==> src/rtl/fir_line_buffer.sv <==
// rtl/fir_line_buffer.sv - four-line buffer feeding 5-row pixel columns to a 5x5 FIR
// Raster pixels in, one vertical 5-pixel column out per STREAM pixel, one cycle later.
module fir_line_buffer #(
  parameter int IMG_WIDTH  = 8,
  parameter int IMG_HEIGHT = 6
) (
  input  logic       clk,
  input  logic       rst,
  input  logic       in_valid,
  input  logic       in_sof,
  input  logic [7:0] in_pixel,
  output logic [7:0] pixel0,
  output logic [7:0] pixel1,
  output logic [7:0] pixel2,
  output logic [7:0] pixel3,
  output logic [7:0] pixel4,
  output logic       out_valid,
  output logic       out_sol,
  output logic       out_eof
);

  localparam int CW = (IMG_WIDTH > 1) ? $clog2(IMG_WIDTH) : 1;
  localparam int RW = (IMG_HEIGHT > 1) ? $clog2(IMG_HEIGHT) : 1;
  localparam logic [CW-1:0] COL_LAST = CW'(IMG_WIDTH - 1);
  localparam logic [RW-1:0] ROW_LAST = RW'(IMG_HEIGHT - 1);
  localparam logic [RW-1:0] ROW_FILL_LAST = RW'(3);

  typedef enum logic [1:0] {IDLE, FILL, STREAM} state_t;

  state_t        state;
  logic [CW-1:0] col;
  logic [RW-1:0] row;

  logic [7:0] lb0 [IMG_WIDTH];
  logic [7:0] lb1 [IMG_WIDTH];
  logic [7:0] lb2 [IMG_WIDTH];
  logic [7:0] lb3 [IMG_WIDTH];

  logic          accept;
  logic          streaming;
  logic          col_last;
  logic          row_last;
  logic [CW-1:0] c;
  logic [RW-1:0] r;

  // A start-of-frame pixel always lands at row 0 col 0, whatever the counters say.
  always_comb begin
    accept    = in_valid && (in_sof || (state != IDLE));
    c         = in_sof ? '0 : col;
    r         = in_sof ? '0 : row;
    col_last  = (c == COL_LAST);
    row_last  = (r == ROW_LAST);
    streaming = accept && !in_sof && (state == STREAM);
  end

  // Line memories shift vertically at the current column; contents are never reset.
  always_ff @(posedge clk) begin
    if (accept) begin
      lb0[c] <= in_pixel;
      lb1[c] <= lb0[c];
      lb2[c] <= lb1[c];
      lb3[c] <= lb2[c];
    end
  end

  always_ff @(posedge clk or negedge rst) begin
    if (!rst) begin
      state     <= IDLE;
      col       <= '0;
      row       <= '0;
      pixel0    <= '0;
      pixel1    <= '0;
      pixel2    <= '0;
      pixel3    <= '0;
      pixel4    <= '0;
      out_valid <= 1'b0;
      out_sol   <= 1'b0;
      out_eof   <= 1'b0;
    end else begin
      out_valid <= streaming;
      out_sol   <= streaming && (c == '0);
      out_eof   <= streaming && col_last && row_last;
      if (streaming) begin
        pixel4 <= in_pixel;
        pixel3 <= lb0[c];
        pixel2 <= lb1[c];
        pixel1 <= lb2[c];
        pixel0 <= lb3[c];
      end
      if (accept) begin
        if (col_last) begin
          col <= '0;
          row <= r + 1'b1;
        end else begin
          col <= c + 1'b1;
          row <= r;
        end
        if (in_sof) begin
          state <= FILL;
        end else begin
          case (state)
            FILL: begin
              if (col_last && (r == ROW_FILL_LAST)) state <= STREAM;
            end
            STREAM: begin
              if (col_last && row_last) begin
                state <= IDLE;
                col   <= '0;
                row   <= '0;
              end
            end
            default: ;
          endcase
        end
      end
    end
  end

endmodule

==> config.mk <==
export PLATFORM = sky130hd
export DESIGN_NAME = fir_line_buffer
export DESIGN_NICKNAME = d
export VERILOG_FILES = /design/src/rtl/fir_line_buffer.sv
export SDC_FILE = /design/constraint.sdc
export NUM_CORES = 1
export LEC_CHECK = 0
export CORE_MARGIN = 2
export CORE_UTILIZATION = 53
export CTS_BUF_LIST = sky130_fd_sc_hd__clkbuf_4
export CTS_CLUSTER_SIZE = 20
export DETAILED_ROUTE_END_ITERATION = 8
export GPL_TIMING_DRIVEN = 0
export PLACE_DENSITY = 0.74
export SETUP_SLACK_MARGIN = 0.3
export SYNTH_ARGS = -nofsm -noshare
export SYNTH_HDL_FRONTEND = slang
export SYNTH_SLANG_ARGS = --single-unit
==> constraint.sdc <==
create_clock -name clk -period 3.7 [get_ports clk]
set_input_delay 0.37 -clock clk [delete_from_list [all_inputs] [get_ports clk]]
set_output_delay 0.37 -clock clk [all_outputs]
set_load 0.01 [all_outputs]
== After elaboration in Yosys (flattened, before gate mapping) ==
Memory sizes are Yosys's and may differ from the RTL's. A register that Yosys moved wholly into a read port is not among the register bits.
Cells that the tools add are included.

* RAM bits: 256
* Output and inout port bits: 43
* Memories: 4
* Register bits: 43
* Input bits: 12

{| class="wikitable"
|+ Memory list
! name !! words !! width !! read ports !! clocked after Yosys merged registers in !! write ports !! RTL line !! RTL
|-
| lb0 || 8 || 8 || 1 || 0 || 1 || 34 || <nowiki>logic [7:0] lb0 [IMG_WIDTH];</nowiki>
|-
| lb1 || 8 || 8 || 1 || 0 || 1 || 35 || <nowiki>logic [7:0] lb1 [IMG_WIDTH];</nowiki>
|-
| lb2 || 8 || 8 || 1 || 0 || 1 || 36 || <nowiki>logic [7:0] lb2 [IMG_WIDTH];</nowiki>
|-
| lb3 || 8 || 8 || 1 || 1 || 1 || 37 || <nowiki>logic [7:0] lb3 [IMG_WIDTH];</nowiki>
|}

* Muxes and demuxes: 16
* Reductions and logical operators: 15
* Eq/ne operators: 7
* Add/subtract/negate cells: 2

{| class="wikitable"
|+ Operators by type and width
! operator !! number
|-
| two-way mux 3 bit || 10
|-
| logical AND 1 bit || 8
|-
| adder 3 x 1 -> 3 bit, second input constant || 2
|-
| == test 3 bit, second input constant || 2
|-
| two-way mux 2 bit || 3
|-
| case mux 2 bit (2 select lines) || 1
|-
| AND reduction 4 bit || 1
|-
| == test 3 x 2 -> 1 bit, second input constant || 1
|-
| logical NOT 3 bit || 1
|-
| != test 3 x 2 -> 1 bit, second input constant || 1
|-
| != test 3 bit, second input constant || 1
|-
| nonzero test 3 bit || 1
|-
| == test 2 x 1 -> 1 bit, second input constant || 1
|-
| == test 2 bit, second input constant || 1
|-
| logical NOT 1 bit || 2
|-
| two-way mux 1 bit || 2
|-
| nonzero test 2 bit || 1
|-
| logical OR 1 bit || 1
|}

== Longest topological paths before layout ==
* Word-level depth: 7
* Mapped depth: 10
* Gate-level depth less buffers: 7

== Worst setup path after synthesis ==
Ideal clock, no wire load.

* Path kind: input -> register
* Start point: input port in_sof
* End point: memory lb0[6][0], enable pin
* Data arrival time: 3.466 ns
* Path slack: -0.234 ns
* Stages: 5
* Data required time: 3.232 ns
* Cell sequence: buf_2 > buf_2 > o31a_1 > nand2_1 > nor3b_1

* Cells in the longest elaborated chain, start to end: 4
* Elaborated cells on any way between the ends: 5
* Those cells by class: mux: 3; reduce/logical: 2

{| class="wikitable"
|+ Ends and longest elaborated chain
! what !! RTL line !! RTL
|-
| from (decl) || 10 || <nowiki>input logic in_sof,</nowiki>
|-
| logical OR 1 bit || 48 || <nowiki>accept = in_valid && (in_sof || (state != IDLE));</nowiki>
|-
| logical AND 1 bit || 48 ||
|-
| two-way mux 1 bit || 58 || <nowiki>if (accept) begin</nowiki>
|-
| two-way mux 1 bit (not written as such) || 59 || <nowiki>lb0[c] <= in_pixel;</nowiki>
|-
| to (decl) || 34 ||
|}

Several ways; a longest one is shown, not always the timed one.

== Worst setup path in the final report ==
* Start point: register col[2]
* End point: memory lb1[5][5], enable pin

* Cells in the longest elaborated chain, start to end: 1

{| class="wikitable"
|+ Ends and longest elaborated chain
! what !! RTL line !! RTL
|-
| from (decl) || 31 || <nowiki>logic [CW-1:0] col;</nowiki>
|-
| from (signal assigned) || 95 || <nowiki>col <= c + 1'b1;</nowiki>
|-
| two-way mux 3 bit || 49 || <nowiki>c = in_sof ? '0 : col;</nowiki>
|-
| to (decl) || 35 ||
|}

Every way passes these cells.

==> results.yml <==
clock_tree:
  cts_root_buf: "clkbuf_4"
  ctsHoldBuffers: 1
  htree_levels: 3
  worst_skew_pair.late_latency_ns: 0.72
  clkTransAtPathRegs_ns: 0.07
  cts_tree: "done"
  cts_inserted_buffers: 78
  clock_sinks: 307
  cts_resized: 0
  clockBufferDepth: 3
  post_cts_buffers: 0
sta:
  period_needed_ns: 2.940
  worst_pin_slew_ns: 1.010
  fin_skew_ns: 0.07163
  tns_ns: 0
  fmax_ghz: 0.3401
  drv_slew: 0
  timing.final.crit_share: 0.7946
  rsz0062_at_grt: "false"
  relSlewSlack: 0.3229
  setup_viol: 0
  hold_violations: 0
floorplanning:
  core_sq_mm: 0.02196
  chipHeight_microns: 154.2
  io_pins: 55
  placementRows: 54
  die_w_microns: 154.2
  die_area_sq_mm: 0.02377
  initial_utilization: 0.5443
power:
  peakVddDrop_mv: 0.3593
  power_w: 0.007777
  p_leak_nw: 5.269
  power.density_mw_per_mm2: 546.0
setup_path:
  cp_cell_sequence: "buf_4, or3b_1, buf_2, buf_2, nor3_2, buf_6, buf_8"
  cp.arrival_ns: 3.34
  critPathMaxStageDelay_ns: 0.85
  crit_type: "flip-flop to flip-flop"
  crit_required_ns: 4.10
  critPathLaunchType: "flip-flop"
  slowest_stage: "nor3_2"
  crit_top_cell: "buf_2"
  end_kind: "flip-flop"
  path_max_fanout: 10
final_layout:
  finalNetCount: 948
  multi_input_area_sq_mm: 0.002796
  register_area_sq_mm: 0.008964
  synthToLayoutAreaGrowth_pct: 19.18
  fillers: 1538
  final_layout_size_suffix_gt1_frac: 0.2064
  finalNonFillerCells: 1274
  finalInstanceArea_sq_mm: 0.01424
yosys:
  ys_types: 52
  syn-num-nets: 798
  synth_area_per_cell_sq_um: 15.34
  synth_seq_area_share: 0.7500
  synth_area_sq_mm: 0.01195
  synth.largest_area_cell: "edfxtp_1"
  ys_top_cells_by_count: "edfxtp_1 (256), nand2_1 (83), mux2i_1 (67)"
  ys_top_cells_by_area: "edfxtp_1 (64%), dfrtp_1 (11%), mux2i_1 (5.6%), nand2_1 (2.6%), a21oi_1 (1.7%)"
  ys_warn_count: 0
  yosysMostFrequentCell: "edfxtp_1"
  synth_seq_cells: 307
  synth_top_area_share: 0.6432
  synthCells: 779
  synthArstFlopShare: 0.1661
  synth_edf_count: 256
  ys.flop_type: "edfxtp_1"
run_status:
  status: "finished, final reports clean"
place:
  place_congestion: 0.8032
  place_area_sq_mm: 0.01319
  hpwl_mm: 18.22
  port-buffer-count: 54
  dp_cells: 1128
grt:
  grt_antenna_before_repair: 1
  grt_pass1_vias: 7466
  grt_pass1_wl_mm: 43.86
  overflow: 0
  grt_max_degree: 52
  grt_use_total: 0.2526
hold_path:
  hp-class: "input pin to async pin"
route:
  wl_per_cell_microns: 23.04
  vias_per_cell: 5.979
  drc_errors: 0
  drt-total-wl_mm: 29.36
  ant_nets: 0
  drt-initial-drc-count: 760
  vias: 7617
  first_pass_iters: 5
job:
  drv_cap: 0
path summary, 6_finish.rpt:
check	slack (ns)	to	cells after the start	from
max	0.76	lb1[5][5]$_DFFE_PP_	7	col[2]$_DFFE_PN0P_
min in group clk	0.39	state[0]$_DFFE_PN0P_	3	in_valid
max in group asynchronous	2.84	pixel0[3]$_DFFE_PN0P_	2	rst
max reg2reg	0.76	lb1[5][5]$_DFFE_PP_	7	col[2]$_DFFE_PN0P_
min reg2reg	0.48	pixel4[5]$_DFFE_PN0P_	2	pixel4[5]$_DFFE_PN0P_
min	0.30	pixel1[5]$_DFFE_PN0P_	2	rst
cell families (layout without fill, tap and decap cells):
group / Yosys count / in the layout / share of synthesized area
adder cells (fa/ha/maj): 7 / 7 / 0.007328
buffers and inverters: 49 / 263 / 0.02198
multiplexers: 78 / 78 / 0.06773
AND/OR/NAND/NOR: 194 / 194 / 0.07433
AO/OA/AOI/OAI: 144 / 144 / 0.07862
flip-flops: 307 / 307 / 0.7500
other: 0 / 1 / 0
per-stage QoR:
| stage | worst slack [ns] | hold WS (ns) | utilization |
|---|---|---|---|
| CTS | 0.7956 | 0.3007 | 0.6483 |
| floorplan | -0.1980 | 0.07441 | - |
| global route | 0.6633 | 0.3193 | 0.6487 |
| finish | 0.7601 | 0.3047 | 0.6487 |
| detailed placement | 0.2044 | 0.4719 | 0.6006 |
| global placement | -3.197 | 0.4592 | 0.5855 |
state kept, by name (all words and copies together) (netlist names), 8 cells and up:
signal / count
lb0: 64
lb1: 64
lb2: 64
lb3: 64
pixel0: 8
pixel1: 8
pixel2: 8
pixel3: 8
pixel4: 8
power by group:
part / switching (W) / internal, W
clock network: 0.00135 / 0.00156
registers: 0.0000323 / 0.00400
logic: 0.000584 / 0.000257
cell usage in the layout, fill, tap and decap left out, types with 7 or more instances in the layout:
master           netlist  layout
dfrtp_1               51      51
o21ai_0                8       8
buf_4                  7       8
mux2_2                 9       9
o22ai_1               25      25
buf_6                  3       7
ha_1                   7       7
buf_2                 24      24
clkdlybuf4s50_1        0      53
a31oi_1               25      25
clkbuf_4               0     120
nand2_1               83      83
nor2_1                52      49
clkinv_1               0      17
edfxtp_1             256     256
nand3_1               21      21
clkbuf_1               8       8
a21oi_1               40      40
a22o_1                17      17
mux2i_1               67      67
layout make-up:
class | instances | share of cell area
clock inverter | 24 | 0.009575
multi-input combinational | 423 | 0.1963
inverter | 7 | 0.001845
tap | 280 | 0.02460
antenna | 1 | 0.0001757
timing repair buffer | 70 | 0.05833
sequential | 307 | 0.6293
clock buffer | 120 | 0.06325
buffer | 42 | 0.01660
critical path: cells and delay by family, from the launching register on:
kind	cells	cell delay, ns
buffers and inverters	5	1.10
DFF	1	0.36
and+or+nand+nor	2	1.19
routing by layer:
layer  wire length, microns  global-route usage  up-vias
li1                       -                   -     3337
met1                  11780              0.3386     3790
met2                  14200              0.4000      427
met3                   2611             0.06229       63
met4                    773              0.1050        0
met5                      0                   0        -
No activity file was read; power rests on OpenSTA's default activity.
